File: config.mk
export PLATFORM = sky130hd
export DESIGN_NAME = uart_tx_fifo_sender
export DESIGN_NICKNAME = d
export VERILOG_FILES = /design/src/rtl/uart_pkg.sv /design/src/rtl/uart_byte_fifo.sv /design/src/rtl/uart_tx_fifo_sender.sv
export SDC_FILE = /design/constraint.sdc
export NUM_CORES = 1
export LEC_CHECK = 0
export ABC_AREA = 1
export CORE_MARGIN = 5
export CORE_UTILIZATION = 40
export DETAILED_ROUTE_END_ITERATION = 8
export PLACE_DENSITY = 0.55
export SETUP_SLACK_MARGIN = 0.4
export SLEW_MARGIN = 20
export SYNTH_ARGS = -nofsm -noshare
export SYNTH_HDL_FRONTEND = slang
export SYNTH_SLANG_ARGS = --single-unit
File: constraint.sdc
create_clock -name clk_Tx -period 2.66 [get_ports clk_Tx]
set_clock_uncertainty 0.15 [all_clocks]
set_input_delay 0.798 -clock clk_Tx [delete_from_list [all_inputs] [get_ports clk_Tx]]
set_output_delay 0.798 -clock clk_Tx [all_outputs]
set_load 0.01 [all_outputs]
File: src/rtl/uart_pkg.sv
// ---------------------------------------------------------------------------
// uart_pkg
// Shared definitions for the UART transmitter and receiver of the
// pulse-generator control path.
//   - uart_state_e   : serialiser state encoding (IDLE, START, DATA, STOP)
//   - DATA_BITS      : payload bits per 8N1 frame
//   - FCLK_DEFAULT   : default system clock frequency [Hz]
//   - FUART_DEFAULT  : default baud rate
//   - calc_bit_div() : clocks per bit minus one, shared with the receiver
// ---------------------------------------------------------------------------
package uart_pkg;

  localparam int DATA_BITS     = 8;
  localparam int FCLK_DEFAULT  = 100000000;
  localparam int FUART_DEFAULT = 9600;

  typedef enum logic [1:0] {
    ST_IDLE  = 2'd0,
    ST_START = 2'd1,
    ST_DATA  = 2'd2,
    ST_STOP  = 2'd3
  } uart_state_e;

  // Clocks per bit minus one; the result must fit the 16-bit baud counter.
  function automatic int calc_bit_div(input int fclk, input int fuart);
    return (fclk / fuart) - 32'sd1;
  endfunction

endpackage

File: src/rtl/uart_byte_fifo.sv
// ---------------------------------------------------------------------------
// uart_byte_fifo
// Small synchronous byte FIFO feeding the UART serialiser.
//   clk   : system clock, rising edge
//   rst   : asynchronous reset, active-high (empties the FIFO)
//   push  : write din at the tail; ignored while full
//   pop   : drop the head; ignored while empty
//   din   : byte to store
//   dout  : current head byte (combinational view of storage)
//   full  : DEPTH bytes held
//   empty : no bytes held
// Full is taken from the registered count, so a push into a full FIFO is
// refused even when a pop happens on the same edge.
// ---------------------------------------------------------------------------
module uart_byte_fifo
  import uart_pkg::*;
#(
  parameter int DEPTH = 8
) (
  input  logic                 clk,
  input  logic                 rst,
  input  logic                 push,
  input  logic                 pop,
  input  logic [DATA_BITS-1:0] din,
  output logic [DATA_BITS-1:0] dout,
  output logic                 full,
  output logic                 empty
);

  localparam int AW = (DEPTH > 1) ? $clog2(DEPTH) : 1;
  localparam logic [AW-1:0] PTR_ONE = AW'(1);
  localparam logic [AW:0]   CNT_ONE = (AW + 1)'(1);
  localparam logic [AW:0]   CNT_MAX = (AW + 1)'(DEPTH);

  logic [DATA_BITS-1:0] mem_r [DEPTH];
  logic [AW-1:0]        wr_ptr_r;
  logic [AW-1:0]        rd_ptr_r;
  logic [AW:0]          count_r;
  logic                 push_ok_s;
  logic                 pop_ok_s;

  assign full  = (count_r == CNT_MAX);
  assign empty = (count_r == {(AW + 1){1'b0}});
  assign dout  = mem_r[rd_ptr_r];

  // Qualify requests with the pre-edge full/empty flags.
  always_comb begin
    push_ok_s = push & ~full;
    pop_ok_s  = pop & ~empty;
  end

  // Storage array; contents need no reset because count/pointers gate reads.
  always_ff @(posedge clk) begin
    if (push_ok_s) begin
      mem_r[wr_ptr_r] <= din;
    end
  end

  // Pointers and occupancy; pointers wrap naturally at the power-of-2 depth.
  always_ff @(posedge clk or posedge rst) begin
    if (rst) begin
      wr_ptr_r <= {AW{1'b0}};
      rd_ptr_r <= {AW{1'b0}};
      count_r  <= {(AW + 1){1'b0}};
    end else begin
      if (push_ok_s) begin
        wr_ptr_r <= wr_ptr_r + PTR_ONE;
      end
      if (pop_ok_s) begin
        rd_ptr_r <= rd_ptr_r + PTR_ONE;
      end
      case ({push_ok_s, pop_ok_s})
        2'b10:   count_r <= count_r + CNT_ONE;
        2'b01:   count_r <= count_r - CNT_ONE;
        default: count_r <= count_r;
      endcase
    end
  end

endmodule

File: src/rtl/uart_tx_fifo_sender.sv
// ---------------------------------------------------------------------------
// uart_tx_fifo_sender
// 8N1 UART transmitter with an input byte FIFO. Bytes are sent LSB first,
// the line idles high, and queued bytes follow each other with no idle gap.
//   clk_Tx  : system clock, rising edge
//   rst     : asynchronous reset, active-high; abandons any frame in flight
//   data_in : byte to queue
//   wr      : write strobe, pushes data_in when the FIFO is not full
//   Tx_out  : registered serial line, idle 1
//   busy    : a frame is on the line
//   full    : FIFO holds DEPTH bytes
//   empty   : FIFO holds no bytes
//   ovf     : sticky, a write was dropped because the FIFO was full
// ---------------------------------------------------------------------------
module uart_tx_fifo_sender
  import uart_pkg::*;
#(
  parameter int Fclk  = FCLK_DEFAULT,
  parameter int Fuart = FUART_DEFAULT,
  parameter int DEPTH = 8
) (
  input  logic                 clk_Tx,
  input  logic                 rst,
  input  logic [DATA_BITS-1:0] data_in,
  input  logic                 wr,
  output logic                 Tx_out,
  output logic                 busy,
  output logic                 full,
  output logic                 empty,
  output logic                 ovf
);

  localparam logic [15:0] bit_div  = 16'(calc_bit_div(Fclk, Fuart));
  localparam logic [2:0]  LAST_BIT = 3'(DATA_BITS - 1);

  localparam logic [1:0] IDLE  = ST_IDLE;
  localparam logic [1:0] START = ST_START;
  localparam logic [1:0] DATA  = ST_DATA;
  localparam logic [1:0] STOP  = ST_STOP;

  logic [1:0]           state_r;
  logic [15:0]          baud_cnt_r;
  logic [2:0]           bit_idx_r;
  logic [DATA_BITS-1:0] shift_r;
  logic                 tx_r;
  logic                 ovf_r;

  logic                 bit_end_s;
  logic                 pop_s;
  logic                 fifo_full_s;
  logic                 fifo_empty_s;
  logic [DATA_BITS-1:0] fifo_dout_s;

  uart_byte_fifo #(
    .DEPTH (DEPTH)
  ) u_fifo (
    .clk   (clk_Tx),
    .rst   (rst),
    .push  (wr),
    .pop   (pop_s),
    .din   (data_in),
    .dout  (fifo_dout_s),
    .full  (fifo_full_s),
    .empty (fifo_empty_s)
  );

  assign bit_end_s = (baud_cnt_r == bit_div);
  assign Tx_out    = tx_r;
  assign busy      = (state_r != IDLE);
  assign full      = fifo_full_s;
  assign empty     = fifo_empty_s;
  assign ovf       = ovf_r;

  // Pop the FIFO head when starting from idle or chaining at a stop-bit end.
  always_comb begin
    pop_s = 1'b0;
    case (state_r)
      IDLE: begin
        if (!fifo_empty_s) begin
          pop_s = 1'b1;
        end else begin
          pop_s = 1'b0;
        end
      end
      STOP: begin
        if (bit_end_s && !fifo_empty_s) begin
          pop_s = 1'b1;
        end else begin
          pop_s = 1'b0;
        end
      end
      default: pop_s = 1'b0;
    endcase
  end

  // Sticky overflow flag; full is the pre-edge value, before any same-edge pop.
  always_ff @(posedge clk_Tx or posedge rst) begin
    if (rst) begin
      ovf_r <= 1'b0;
    end else if (wr && fifo_full_s) begin
      ovf_r <= 1'b1;
    end
  end

  // Serialiser FSM with baud counter; the counter restarts on every state entry.
  always_ff @(posedge clk_Tx or posedge rst) begin
    if (rst) begin
      state_r    <= IDLE;
      baud_cnt_r <= 16'd0;
      bit_idx_r  <= 3'd0;
      shift_r    <= {DATA_BITS{1'b0}};
      tx_r       <= 1'b1;
    end else begin
      case (state_r)
        IDLE: begin
          tx_r       <= 1'b1;
          baud_cnt_r <= 16'd0;
          if (!fifo_empty_s) begin
            shift_r <= fifo_dout_s;
            tx_r    <= 1'b0;
            state_r <= START;
          end
        end
        START: begin
          if (bit_end_s) begin
            tx_r       <= shift_r[0];
            bit_idx_r  <= 3'd0;
            baud_cnt_r <= 16'd0;
            state_r    <= DATA;
          end else begin
            baud_cnt_r <= baud_cnt_r + 16'd1;
          end
        end
        DATA: begin
          if (bit_end_s) begin
            baud_cnt_r <= 16'd0;
            if (bit_idx_r == LAST_BIT) begin
              tx_r    <= 1'b1;
              state_r <= STOP;
            end else begin
              // Next LSB is shift_r[1] before the shift lands.
              shift_r   <= {1'b0, shift_r[DATA_BITS-1:1]};
              tx_r      <= shift_r[1];
              bit_idx_r <= bit_idx_r + 3'd1;
            end
          end else begin
            baud_cnt_r <= baud_cnt_r + 16'd1;
          end
        end
        STOP: begin
          if (bit_end_s) begin
            baud_cnt_r <= 16'd0;
            if (!fifo_empty_s) begin
              // Chain straight into the next start bit.
              shift_r <= fifo_dout_s;
              tx_r    <= 1'b0;
              state_r <= START;
            end else begin
              tx_r    <= 1'b1;
              state_r <= IDLE;
            end
          end else begin
            baud_cnt_r <= baud_cnt_r + 16'd1;
          end
        end
        default: begin
          state_r    <= IDLE;
          baud_cnt_r <= 16'd0;
          tx_r       <= 1'b1;
        end
      endcase
    end
  end

endmodule

==> parameters.txt <==
Parameter                              Value

Final layout
  Top library cells by usage in the layout, fill and taps aside    sky130_fd_sc_hd__nand2_1 (169), sky130_fd_sc_hd__edfxtp_1 (64), sky130_fd_sc_hd__nand3_1 (58)
  Area Growth Syn to Fin    21.19%
  Final design utilization    between 40% and 50%
  Proportion of layout cells with a drive suffix above 1    18.10%
  Post-Layout Cell Count    around 720
  Number of inserted diodes    0
  Most common cell after layout, fill and taps aside    sky130_fd_sc_hd__nand2_1
  Number of nets in the layout    slightly below 600
  Post-route design area    approximately 5900 um^2

Critical path
  Worst R2R Setup Slack    390 ps
  CP endpoint    u_fifo.count_r[3]
  Biggest cell delay along the critical path    400 ps
  Beginning of the worst register-to-register path    state_r[1]
  CP Data Arrival Time    roughly 2400 ps
  Cell Chain, Critical Path    inv_2 -> ha_4 -> buf_12 -> nor2_4 -> nor2_4 -> nand2_4 -> inv_4 -> ha_4 -> ha_4 -> a21oi_2 -> nand2_2 -> a21oi_2 -> o21ai_1 -> nand2_1 -> nand2_1
  Worst setup EP type    register
  Critical path's slowest cell    sky130_fd_sc_hd__dfrtp_1
  Reg2reg path depth    15
  Startpoint type of the worst setup path    register
  Category of the critical setup timing path    reg2reg
  Data required, critical path    ~2800 ps
  Largest fanout on the critical path    4
  FF-to-FF End    u_fifo.count_r[3]
  Origin of the worst setup path    state_r[1]
  Critical path's most frequent cell    sky130_fd_sc_hd__ha_4

Timing
  Tightest Pin Transition    roughly 490 ps
  Maximum operating frequency    ~440 MHz
  Pins Over Slew Limit    0
  Rel. slew slack    between 60% and 70%
  Post-route clock period utilization    85.25%
  Unrepaired setup endpoints after global routing    true
  Setup ws final    around 400 ps
  Final period demand of the worst path    between 2000 and 2500 ps
  Worst hold margin    around 320 ps
  Total negative slack    0 ps
  Setup Viol. Count Final    0
  Final Hold Fails    0

Clocking
  Number of buffers inserted for hold repair after clock tree synthesis    0
  Bufs on Longest Clock Path    2
  Clock-pin slew on the worst setup and hold paths    approximately 70 ps
  Number of buffers created by CTS    9
  TritonCTS clock tree    built
  H-tree levels    3
  Number of clock sinks    between 100 and 150
  Master cell of the clock root buffer    sky130_fd_sc_hd__clkbuf_16
  Clock latency at the later pin of the worst-skew pair    between 300 and 400 ps

Floorplan
  Die height    120.2 um
  Core area    roughly 12000 um^2
  Ports placed on the boundary    16
  Number of core rows    40
  DIE AREA    approximately 14000 um^2
  Floorplan die width    120.2 um
  Initial Utilization    approximately two fifths

Synth
  Most instantiated flip-flop cell in the synthesis netlist    sky130_fd_sc_hd__edfxtp_1
  Cells after synthesis    between 500 and 600
  FFs w/ async S/R, synth    39.05%
  Number of synthesized register bits    about 110
  Synth Warn #    0
  Count of distinct cell types in the synthesized netlist    33
  Avg Cell Area, Syn    ~9.6 um^2
  Largest area contributor in the synthesized netlist    sky130_fd_sc_hd__edfxtp_1
  Synth area leaders    sky130_fd_sc_hd__edfxtp_1 (40%), sky130_fd_sc_hd__dfrtp_1 (21%), sky130_fd_sc_hd__nand2_1 (13%)
  Post-synth top area share    around two fifths
  Post-synth net total    532
  Share of the yosys chip area belonging to registers    between 60% and 70%
  Cell area after technology mapping    4855 um^2
  Number of enable flip-flop cells after synthesis    between 60 and 70

Power and ir drop
  Standby leakage power    2.589 nW
  Power density over cell area    between 1000 and 1500 nW/um^2
  Worst vdd ir    ~0.5 mV
  Total power    between 6 and 7 mW

Outcome
  Status    finished clean

Place
  Detailed placer's ending HPWL    between 7000 and 8000 um
  Worst slack at placement    about 16 ps
  Global placement routability congestion    0.7975
  Placed cell count    just under 700
  IO buf count    15
  Post-detailed-placement cell area    ~5300 um^2

Route
  Via density    slightly below 5
  Avg WL per Cell    approximately 15 um
  Via count    3535
  Drt initial violations    204
  DRC violation count after routing    0
  Routed Antenna Nets    0
  Number of optimization iterations in the first detailed-route pass    4
  Total wire length after detailed routing    about 11000 um

Hold path
  Worst hold path class    reg2reg

GRT
  Initial antenna violation count    0
  GR peak layer    met2
  Total overflow reported by the global router    0
  Overall global routing resource usage    between 15 and 20%
  Global-route wire length before repair    between 15000 and 20000 um
  Largest net degree at the start of global routing    42
  M3 GR Usage    3.864%
  Routing usage on met2    25.82%
  Via count of the first global-routing pass    between 3k and 4k
  Global-route track usage on met1    19.74%

Job
  Max_cap viols    0
## worst max-delay path: cells and delay by family, from the launching register on
| family | cells | cell delay [ps] |
|---|---|---|
| AOI/OAI and AO/OA | 3 | 370 |
| adders and majority gates | 3 | 530 |
| buffers and inverters | 3 | 270 |
| DFF | 1 | 400 |
| and+or+nand+nor | 6 | 430 |
## worst min-delay path by stage
stage / from / depth (start not counted) / end
final: ovf / 1 / ovf
after CTS: ovf / 1 / ovf
after global placement: ovf / 1 / ovf
after detailed placement: ovf / 1 / ovf
after global routing: ovf / 1 / ovf
after floorplan: baud_cnt_r[0] / 1 / baud_cnt_r[0]
## synth_stat cells (2+ instances only)
cell / number
sky130_fd_sc_hd__a21oi_1: 8
sky130_fd_sc_hd__a31oi_1: 2
sky130_fd_sc_hd__buf_2: 6
sky130_fd_sc_hd__buf_4: 4
sky130_fd_sc_hd__clkbuf_1: 2
sky130_fd_sc_hd__dfrtp_1: 40
sky130_fd_sc_hd__edfxtp_1: 64
sky130_fd_sc_hd__ha_1: 12
sky130_fd_sc_hd__inv_1: 42
sky130_fd_sc_hd__nand2_1: 174
sky130_fd_sc_hd__nand2_2: 4
sky130_fd_sc_hd__nand2_4: 2
sky130_fd_sc_hd__nand3_1: 59
sky130_fd_sc_hd__nor2_1: 42
sky130_fd_sc_hd__nor3_1: 8
sky130_fd_sc_hd__o211ai_1: 3
sky130_fd_sc_hd__o21ai_0: 11
sky130_fd_sc_hd__or2_2: 4
sky130_fd_sc_hd__xnor2_1: 2
sky130_fd_sc_hd__xor2_1: 6
## registers in the layout, indices dropped and copies added (netlist names)
| name | cells |
|---|---|
| shift_r | 8 |
| u_fifo.wr_ptr_r | 3 |
| u_fifo.count_r | 4 |
| state_r | 2 |
| u_fifo.mem_r | 64 |
| baud_cnt_r | 16 |
| Tx_out | 1 |
| u_fifo.rd_ptr_r | 3 |
| bit_idx_r | 3 |
| ovf | 1 |
## layer usage
metal	wire, um	part of all wire [%]
met1	4813	45
met2	5260	49
met3	448	4.2
met4	220	2.0
met5	0	0
## final cells by class
type                       instances  area [um^2]
clock buffer                      11        242.7
multi-input combinational        346         1782
tap                              147        183.9
inverter                          45        176.4
clock inverter                     5        70.07
fill                            1111         6078
sequential                       105         2950
timing repair buffer              57        478.0
## cells by family (layout without fill, tap and decap cells)
family	after synthesis	in the layout	synth area share, %
AOI/OAI and AO/OA	27	27	3.144
xor gates and xnor gates	8	8	1.443
adders and majority gates	13	13	3.505
buffers and inverters	57	118	4.923
DFF	105	105	60.75
and+or+nand+nor	298	298	26.24
## where the power goes
group          switching [mW]  internal [mW]
combinational            1.61           1.05
sequential              0.176           2.09
clock                   0.623          0.776
## what timing repair did
action	in CTS	in global routing
setup endpoints to repair	7	45
buffers inserted	17	7
gates resized for setup	26	12
pin swaps	12	13
(Power assumes the default switching activity.)
